[src/rtl/regfile_pkg.sv]
// Shared constants and write-port priority helper for the multi-port register file.
package regfile_pkg;

    localparam int DATA_W_DEF = 32;
    localparam int ADDR_W_DEF = 5;
    localparam int DEPTH      = 2 ** ADDR_W_DEF;

    // Upper bound on write ports handled by the priority helper.
    localparam int MAX_WR     = 8;
    localparam int WR_IDX_W   = 3;

    typedef struct packed {
        logic                found;
        logic [WR_IDX_W-1:0] idx;
    } wr_sel_t;

    // Pick the highest-index asserted bit of a per-port hit vector.
    // Used both for storage updates and for read bypass so they always agree.
    function automatic wr_sel_t hi_port(input logic [MAX_WR-1:0] hit);
        wr_sel_t sel;
        sel.found = 1'b0;
        sel.idx   = {WR_IDX_W{1'b0}};
        for (int j = 0; j < MAX_WR; j++) begin
            if (hit[j]) begin
                sel.found = 1'b1;
                sel.idx   = WR_IDX_W'(j);
            end else begin
                sel.found = sel.found;
            end
        end
        return sel;
    endfunction

endpackage

[src/rtl/regfile_scoreboard.sv]
// Per-register busy bits (set at issue, cleared at writeback) and a registered busy count.
module regfile_scoreboard
    import regfile_pkg::*;
#(
    parameter int ADDR_W   = ADDR_W_DEF,
    parameter int ZERO_REG = 1
) (
    input  logic                  clk,
    input  logic                  rst,
    input  logic                  IssueValid,
    input  logic [ADDR_W-1:0]     IssueReg,
    input  logic [2**ADDR_W-1:0]  clr,
    output logic [2**ADDR_W-1:0]  busy,
    output logic [ADDR_W:0]       BusyCount
);

    localparam int NREGS = 2 ** ADDR_W;

    logic [NREGS-1:0] busy_r;
    logic [NREGS-1:0] busy_nxt_s;
    logic [ADDR_W:0]  cnt_nxt_s;
    logic [ADDR_W:0]  cnt_r;

    // Next busy state: clear on writeback first, then a new issue overrides the clear.
    always_comb begin
        busy_nxt_s = busy_r & ~clr;
        if (IssueValid) begin
            busy_nxt_s[IssueReg] = 1'b1;
        end else begin
            busy_nxt_s = busy_nxt_s;
        end
        if (ZERO_REG != 0) begin
            busy_nxt_s[0] = 1'b0;
        end else begin
            busy_nxt_s = busy_nxt_s;
        end
    end

    // Population count of the next-state busy vector.
    always_comb begin
        cnt_nxt_s = {(ADDR_W + 1){1'b0}};
        for (int k = 0; k < NREGS; k++) begin
            cnt_nxt_s = cnt_nxt_s + (ADDR_W + 1)'(busy_nxt_s[k]);
        end
    end

    // Busy bits and count register; reset drops any in-flight update.
    always_ff @(posedge clk or posedge rst) begin
        if (rst) begin
            busy_r <= {NREGS{1'b0}};
            cnt_r  <= {(ADDR_W + 1){1'b0}};
        end else begin
            busy_r <= busy_nxt_s;
            cnt_r  <= cnt_nxt_s;
        end
    end

    assign busy      = busy_r;
    assign BusyCount = cnt_r;

endmodule

[src/rtl/regfile_mp.sv]
// Multi-port register file with prioritized writes, optional write-to-read bypass
// and an integrated busy scoreboard for RAW hazard detection.
module regfile_mp
    import regfile_pkg::*;
#(
    parameter int DATA_W   = DATA_W_DEF,
    parameter int ADDR_W   = ADDR_W_DEF,
    parameter int NUM_RD   = 2,
    parameter int NUM_WR   = 2,
    parameter int ZERO_REG = 1,
    parameter int BYPASS   = 1
) (
    input  logic                       clk,
    input  logic                       rst,
    input  logic [NUM_RD*ADDR_W-1:0]   ReadReg,
    output logic [NUM_RD*DATA_W-1:0]   ReadData,
    output logic [NUM_RD-1:0]          ReadBusy,
    input  logic [NUM_WR-1:0]          RegWrite,
    input  logic [NUM_WR*ADDR_W-1:0]   WriteReg,
    input  logic [NUM_WR*DATA_W-1:0]   WriteData,
    input  logic                       IssueValid,
    input  logic [ADDR_W-1:0]          IssueReg,
    output logic [ADDR_W:0]            BusyCount
);

    localparam int NREGS = 2 ** ADDR_W;

    logic [DATA_W-1:0] mem_r    [NREGS];
    logic [DATA_W-1:0] wr_val_s [NREGS];
    logic [NREGS-1:0]  wr_en_s;
    logic [NREGS-1:0]  clr_s;
    logic [NREGS-1:0]  busy_s;

    // Per-register write select: highest-index enabled port targeting the register wins.
    always_comb begin
        logic [MAX_WR-1:0] hit;
        wr_sel_t           sel;
        wr_en_s = {NREGS{1'b0}};
        clr_s   = {NREGS{1'b0}};
        for (int k = 0; k < NREGS; k++) begin
            hit = {MAX_WR{1'b0}};
            for (int j = 0; j < NUM_WR; j++) begin
                hit[j] = RegWrite[j] && (WriteReg[j*ADDR_W +: ADDR_W] == ADDR_W'(k));
            end
            sel         = hi_port(hit);
            clr_s[k]    = sel.found;
            wr_val_s[k] = WriteData[int'(sel.idx)*DATA_W +: DATA_W];
            if ((ZERO_REG != 0) && (k == 0)) begin
                wr_en_s[k] = 1'b0;
            end else begin
                wr_en_s[k] = sel.found;
            end
        end
    end

    // Register storage; reset clears every entry immediately.
    always_ff @(posedge clk or posedge rst) begin
        if (rst) begin
            for (int k = 0; k < NREGS; k++) begin
                mem_r[k] <= {DATA_W{1'b0}};
            end
        end else begin
            for (int k = 0; k < NREGS; k++) begin
                if (wr_en_s[k]) begin
                    mem_r[k] <= wr_val_s[k];
                end else begin
                    mem_r[k] <= mem_r[k];
                end
            end
        end
    end

    // Read ports: hardwired zero first, then same-cycle bypass, then stored value.
    always_comb begin
        logic [ADDR_W-1:0] addr;
        logic [MAX_WR-1:0] hit;
        wr_sel_t           sel;
        ReadData = {(NUM_RD*DATA_W){1'b0}};
        ReadBusy = {NUM_RD{1'b0}};
        for (int i = 0; i < NUM_RD; i++) begin
            addr = ReadReg[i*ADDR_W +: ADDR_W];
            hit  = {MAX_WR{1'b0}};
            for (int j = 0; j < NUM_WR; j++) begin
                hit[j] = RegWrite[j] && (WriteReg[j*ADDR_W +: ADDR_W] == addr);
            end
            sel = hi_port(hit);
            if ((ZERO_REG != 0) && (addr == {ADDR_W{1'b0}})) begin
                ReadData[i*DATA_W +: DATA_W] = {DATA_W{1'b0}};
            end else if ((BYPASS != 0) && sel.found) begin
                ReadData[i*DATA_W +: DATA_W] = WriteData[int'(sel.idx)*DATA_W +: DATA_W];
            end else begin
                ReadData[i*DATA_W +: DATA_W] = mem_r[addr];
            end
            // Busy reflects registered state only; a same-cycle writeback is not seen yet.
            ReadBusy[i] = busy_s[addr];
        end
    end

    regfile_scoreboard #(
        .ADDR_W   (ADDR_W),
        .ZERO_REG (ZERO_REG)
    ) u_scoreboard (
        .clk        (clk),
        .rst        (rst),
        .IssueValid (IssueValid),
        .IssueReg   (IssueReg),
        .clr        (clr_s),
        .busy       (busy_s),
        .BusyCount  (BusyCount)
    );

endmodule

[config.mk]
export PLATFORM = sky130hd
export DESIGN_NAME = regfile_mp
export DESIGN_NICKNAME = d
export VERILOG_FILES = /design/src/rtl/regfile_pkg.sv /design/src/rtl/regfile_scoreboard.sv /design/src/rtl/regfile_mp.sv
export SDC_FILE = /design/constraint.sdc
export NUM_CORES = 2
export LEC_CHECK = 0
export CORE_ASPECT_RATIO = 0.7
export CORE_MARGIN = 5
export CORE_UTILIZATION = 60
export CTS_BUF_LIST = sky130_fd_sc_hd__clkbuf_8 sky130_fd_sc_hd__clkbuf_16
export CTS_CLUSTER_DIAMETER = 200
export DETAILED_ROUTE_END_ITERATION = 10
export PLACE_DENSITY = 0.75
export SETUP_SLACK_MARGIN = 0.1
export SYNTH_ARGS = -nofsm -noshare
export SYNTH_HDL_FRONTEND = slang
export SYNTH_SLANG_ARGS = --single-unit
export TNS_END_PERCENT = 10
[constraint.sdc]
create_clock -name clk -period 52.3 [get_ports clk]
set_clock_uncertainty 0.1 [all_clocks]
set_input_delay 10.46 -clock clk [delete_from_list [all_inputs] [get_ports clk]]
set_output_delay 10.46 -clock clk [all_outputs]
set_load 0.02 [all_outputs]
* After elaboration in Yosys (flattened, before gate mapping) *
Index checks and enable logic that the tools add are counted.

cells by class
  $add $sub $neg = 30
  bitwise logic cells = 5
  multiplexer cells = 118
  order comparisons = 6
  shift operators = 33
  equality and inequality tests = 66
  reductions and logical operators = 73

operator list
  cell                  number
  $shiftx A64 B9 Y32    33
  $bmux W32 S5          2
  $mux W32              9
  $add A6 B1 Y6         29
  $eq A5 B5 Y1 const B  32
  $mux W1               104
  $eq A5 B4 Y1 const B  16
  $logic_and A1 B1 Y1   69
  $eq A5 B3 Y1 const B  8
  $and A32 B32 Y32      1
  $not A32 Y32          1
  $or A32 B32 Y32       1
  $eq A5 B2 Y1 const B  4
  $eq A5 B5 Y1          4
  $logic_not A5 Y1      4
  $lt A5 B6 Y1 const B  3
  $ge A6 B6 Y1 const B  2
  $not A5 Y6            2
  $bmux W1 S5           2
  $eq A5 B1 Y1 const B  2
  $demux W1 S5          1
  $ge A5 B1 Y1 const B  1
  $add A1 B1 Y2         1

storage, ports and cells
  word-level logic and storage cells = 364
  flip-flop bits (word level) = 1,029

* Depth between registers and ports, before layout *
  word-level depth = 38
  depth in mapped cells = 24
  depth with buffers taken out = 21

* By module *
Synthesis repeated with hierarchy kept, for this count alone.

second synthesis, totals
  cell total of the unflattened synthesis = 6,460
  area total of the unflattened synthesis = 66,662.7 um^2

modules (own cells, without submodules)
  module              sequential area each (um^2)  area each (um^2)  cells each  times used
  regfile_mp          24,823.8                     64,396.8          6,248       1
  regfile_scoreboard  925.9                        2,265.9           212         1

* Worst setup path before layout *
No wires, ideal clock.

  kind = input port to output port
  start = input port ReadReg[1]
  end = output port ReadData[10]
  path buffers = 4
  cell stages on the path = 9
  setup slack = 29,453 ps
  arrival time = 12,287 ps
  cell sequence = buf_2 buf_6 buf_2 xnor2_1 nand4_1 o21bai_1 buf_2 nor3_1 nor3_1

on the way
  longest elaborated chain between the ends = 6

ends and longest elaborated chain
  element                                              RTL line                             text
  start: declaration                                   regfile_mp.sv:15                     input logic [NUM_RD*ADDR_W-1:0] ReadReg,
  $eq A5 B5 Y1 or $not A5 Y6 (tied branches)           regfile_mp.sv:84, regfile_mp.sv:92
  $logic_and A1 B1 Y1 or $bmux W32 S5 (tied branches)  regfile_mp.sv:84, regfile_mp.sv:92
  $mux W1 or $mux W32 (tied branches)                  regfile_pkg.sv:24, regfile_mp.sv:92
  $shiftx A64 B9 Y32 (tied with other cells)           regfile_mp.sv:90                     ReadData[i*DATA_W +: DATA_W] = WriteData[int'(sel.idx)*DATA_W +: DATA_W];
  $mux W32                                             regfile_mp.sv:89                     end else if ((BYPASS != 0) && sel.found) begin
  $mux W32 (*)                                         regfile_mp.sv:87                     if ((ZERO_REG != 0) && (addr == {ADDR_W{1'b0}})) begin
  end: declaration                                     regfile_mp.sv:16                     output logic [NUM_RD*DATA_W-1:0] ReadData,

Mark *: on every way between the ends. The rest lies on a longest branch, timed or not. The select of a mux whose other input is x is not followed.

* Final worst setup path *
  start = input port ReadReg[6]
  end = output port ReadData[56]

The elaborated chain is that of the path after synthesis.

==> run metrics <==
Die ar.=118000 um^2; RR Endpoint=u_scoreboard.BusyCount[4]$_DFF_PP0_; routability cong.=0.921; Congestion Overflow GR=0; hold path depth=2; total of max-cap violations=0; Avg Vias per Cell=7.34; most common flop cell mapped by yosys=dfrtp_1; first-pass GRT wire length=365 mm; synth warn=0; Hold EP=mem_r[927]$_DFFE_PP0P_; WP data arrival=15440 ps; Crit. End Element=output pin; Setup violations, final=0; Clock transition at path regs=60 ps; status=finished, final reports clean; Worst R2R Path Depth=18; fraction of the cycle the final worst path needs=49.7%; Final Critical Period=26000 ps; initial core utilization=60.4%; Routed WL per cell=32.0 um; crit path launch type=primary input; final hold vios=0; Avg Cell Area, Syn=10.1 um^2; # port buffers=165; Worst Path Required=41740 ps; worst vdd ir=0.0902 mV; worst-path fanout max=36; initial antenna violation count=1; Crit Path Class=primary input to output pin; register bit total from synthesis=1029; largest net degree at the start of global routing=175; Filler Cell Count=8526; Resize count post-CTS=0; Max Slew Vio Count=0; syn nets=6705; clock latency on the worst-skew pair=730 ps; height of the die=289 um; area fraction of the dominant cell type after synthesis=38.6%; leakage=31.0 nW; P per Cell Area=40.9 nW/um^2; row count=102; Antenna Nets Post-Route=0; Distinct cells, synth=64; nets=6313; vias in the first global route=55000; Max Freq=38.5 MHz; Hold Path Class=flop to flop; Post-Syn Area=66700 um^2; layout cells sized above 1=15.7%; CTS tree=yes; FF-to-FF Start=u_scoreboard.busy[2]$_DFF_PP0_; Core Box Area=111000 um^2; DR pass1 iterations=8; Syn-to-layout area delta=7.97%; HPWL Detailed=134 mm; sequential-to-total area share from yosys stat=38.6%; Die W=409 um; All-Layer GR Usage=41.1%; Mapped Cells=6579; CTS Root Cell=clkbuf_16; Hold Startpoint=mem_r[927]$_DFFE_PP0P_; final core occ=65.2%; Max Buffers Root-to-Sink=3; Starting DRT DRC Count=10400; Post-Layout Inst Area=72000 um^2; flop2flop setup slack=46650 ps; H-tree depth=3; relative slew slack=8.39%; Boundary Pins=166; FFs w/ async S/R, synth=100%; leading post-synthesis cells by cell area=dfrtp_1 (39%), mux2i_1 (15%), mux4_2 (13%); postcts setup bufs=0; clk sinks=1029; Num CTS Buffers=106; CTS Hold Bufs=0; actual slew at the worst max-slew pin=1370 ps; Post-Route WL=247 mm; area leader, netlist=dfrtp_1; drt drc=0; Post-Place Cell Area=68400 um^2; RSZ-0062 raised after global routing=no; Setup TNS Final=0 ps; Post-synth EDFFs=0; total number of vias=56700
## worst max path at each step
stage	from	to	slack, ps	depth (start not counted)
global placement	ReadReg[6]	ReadData[52]	26650	10
finish	ReadReg[6]	ReadData[56]	26300	10
global route	ReadReg[6]	ReadData[56]	26270	10
detailed placement	ReadReg[6]	ReadData[55]	26570	10
CTS	ReadReg[6]	ReadData[55]	26580	10
floorplan	rst	mem_r[0]$_DFFE_PP0P_	12780	1
## sequential cells by signal, summed over array words and instances, names as in the netlist
register / flops
mem_r: 992
u_scoreboard.BusyCount: 6
u_scoreboard.busy: 31
## critical path: stages
cell and delay (ps):
buf_4 460, buf_4 680, buf_4 670, nand2b_4 610, buf_4 700, o22ai_1 180, a2111oi_0 440, a21oi_1 180
a31oi_1 320, clkdlybuf4s50_1 660
## power breakdown
part	total, mW	leakage, nW	internal [mW]	switching, mW
Combinational	0.944	16.6	0.481	0.463
Sequential	1.19	12.5	1.02	0.175
Clock	0.811	1.89	0.463	0.348
## metal layers
| metal | vias to the layer above | GRT usage (%) | wire length, um |
|---|---|---|---|
| li1 | 23100 | - | - |
| met2 | 4935 | 57.1 | 99600 |
| met5 | - | 0.160 | 15 |
| met3 | 1159 | 17.1 | 41200 |
| met4 | 2 | 19.9 | 14800 |
| met1 | 27500 | 55.9 | 91300 |
## cell usage in the layout (no fill, tap or decap), types with 62 or more instances in the layout
| master | n |
|---|---|
| mux2i_1 | 1030 |
| mux4_2 | 375 |
| mux2_2 | 181 |
| dfrtp_1 | 1029 |
| a22oi_1 | 93 |
| a21oi_1 | 581 |
| nand2_1 | 526 |
| nor2_1 | 567 |
| o221ai_1 | 62 |
| o21ai_1 | 125 |
| nor3_1 | 114 |
| clkdlybuf4s50_1 | 157 |
| buf_4 | 172 |
| o21ai_0 | 340 |
| a211oi_1 | 79 |
| clkbuf_16 | 109 |
| o22ai_1 | 78 |
| inv_1 | 64 |
## area by class of cell
cell class              count  area (um^2)  share of cell area (%)
diodes                      2         5.00                 0.00695
clock buffers             128         2990                    4.15
clock inverters            61          628                   0.872
inverters                  43          169                   0.234
multi-input cells        4670        37700                    52.3
flip-flops and latches   1029        25700                    35.7
well taps                1456         1820                    2.53
repair buffers            337         2980                    4.14
## Yosys cell counts (all sizes together), types with 9 or more instances
master and number:
nand3 39, nand2 551, a22o 36, a211oi 79
o21ai 466, clkbuf 508, xnor2 14, mux4 375
xor2 9, nand2b 46, o221ai 62, dfrtp 1029
fa 23, a221o 31, nor3 118, a22oi 93
o22ai 78, a31oi 37, inv 42, a32o 12
a2111oi 16, mux2i 1030, nor2 588, buf 329
ha 9, a21o 32, a21oi 581, nor2b 60
mux2 222
## per-stage QoR
| step | instances | setup WS (ps) | power, mW | hold slack (ps) |
|---|---|---|---|---|
| final | 7726 | 26300 | 2.94 | 459 |
| after global routing | 7724 | 26270 | 3.09 | 470 |
| after CTS | 7724 | 26580 | 2.92 | 458 |
| after detailed placement | 7535 | 26570 | 2.12 | 444 |
| after global placement | 7535 | 26650 | 2.07 | 423 |
| after floorplan | 6579 | 12780 | 1.86 | 401 |
## kinds of logic after synthesis
| family | after synthesis | share of synthesized area [%] |
|---|---|---|
| AO/OA/AOI/OAI | 1541 | 13.6 |
| XOR/XNOR | 23 | 0.302 |
| adder cells (fa/ha/maj) | 32 | 0.859 |
| buffers and inverters | 880 | 5.69 |
| flip-flops | 1029 | 38.6 |
| multiplexers | 1627 | 31.9 |
| AND/OR/NAND/NOR | 1447 | 9.11 |
Power figures use the tool's default switching activity.
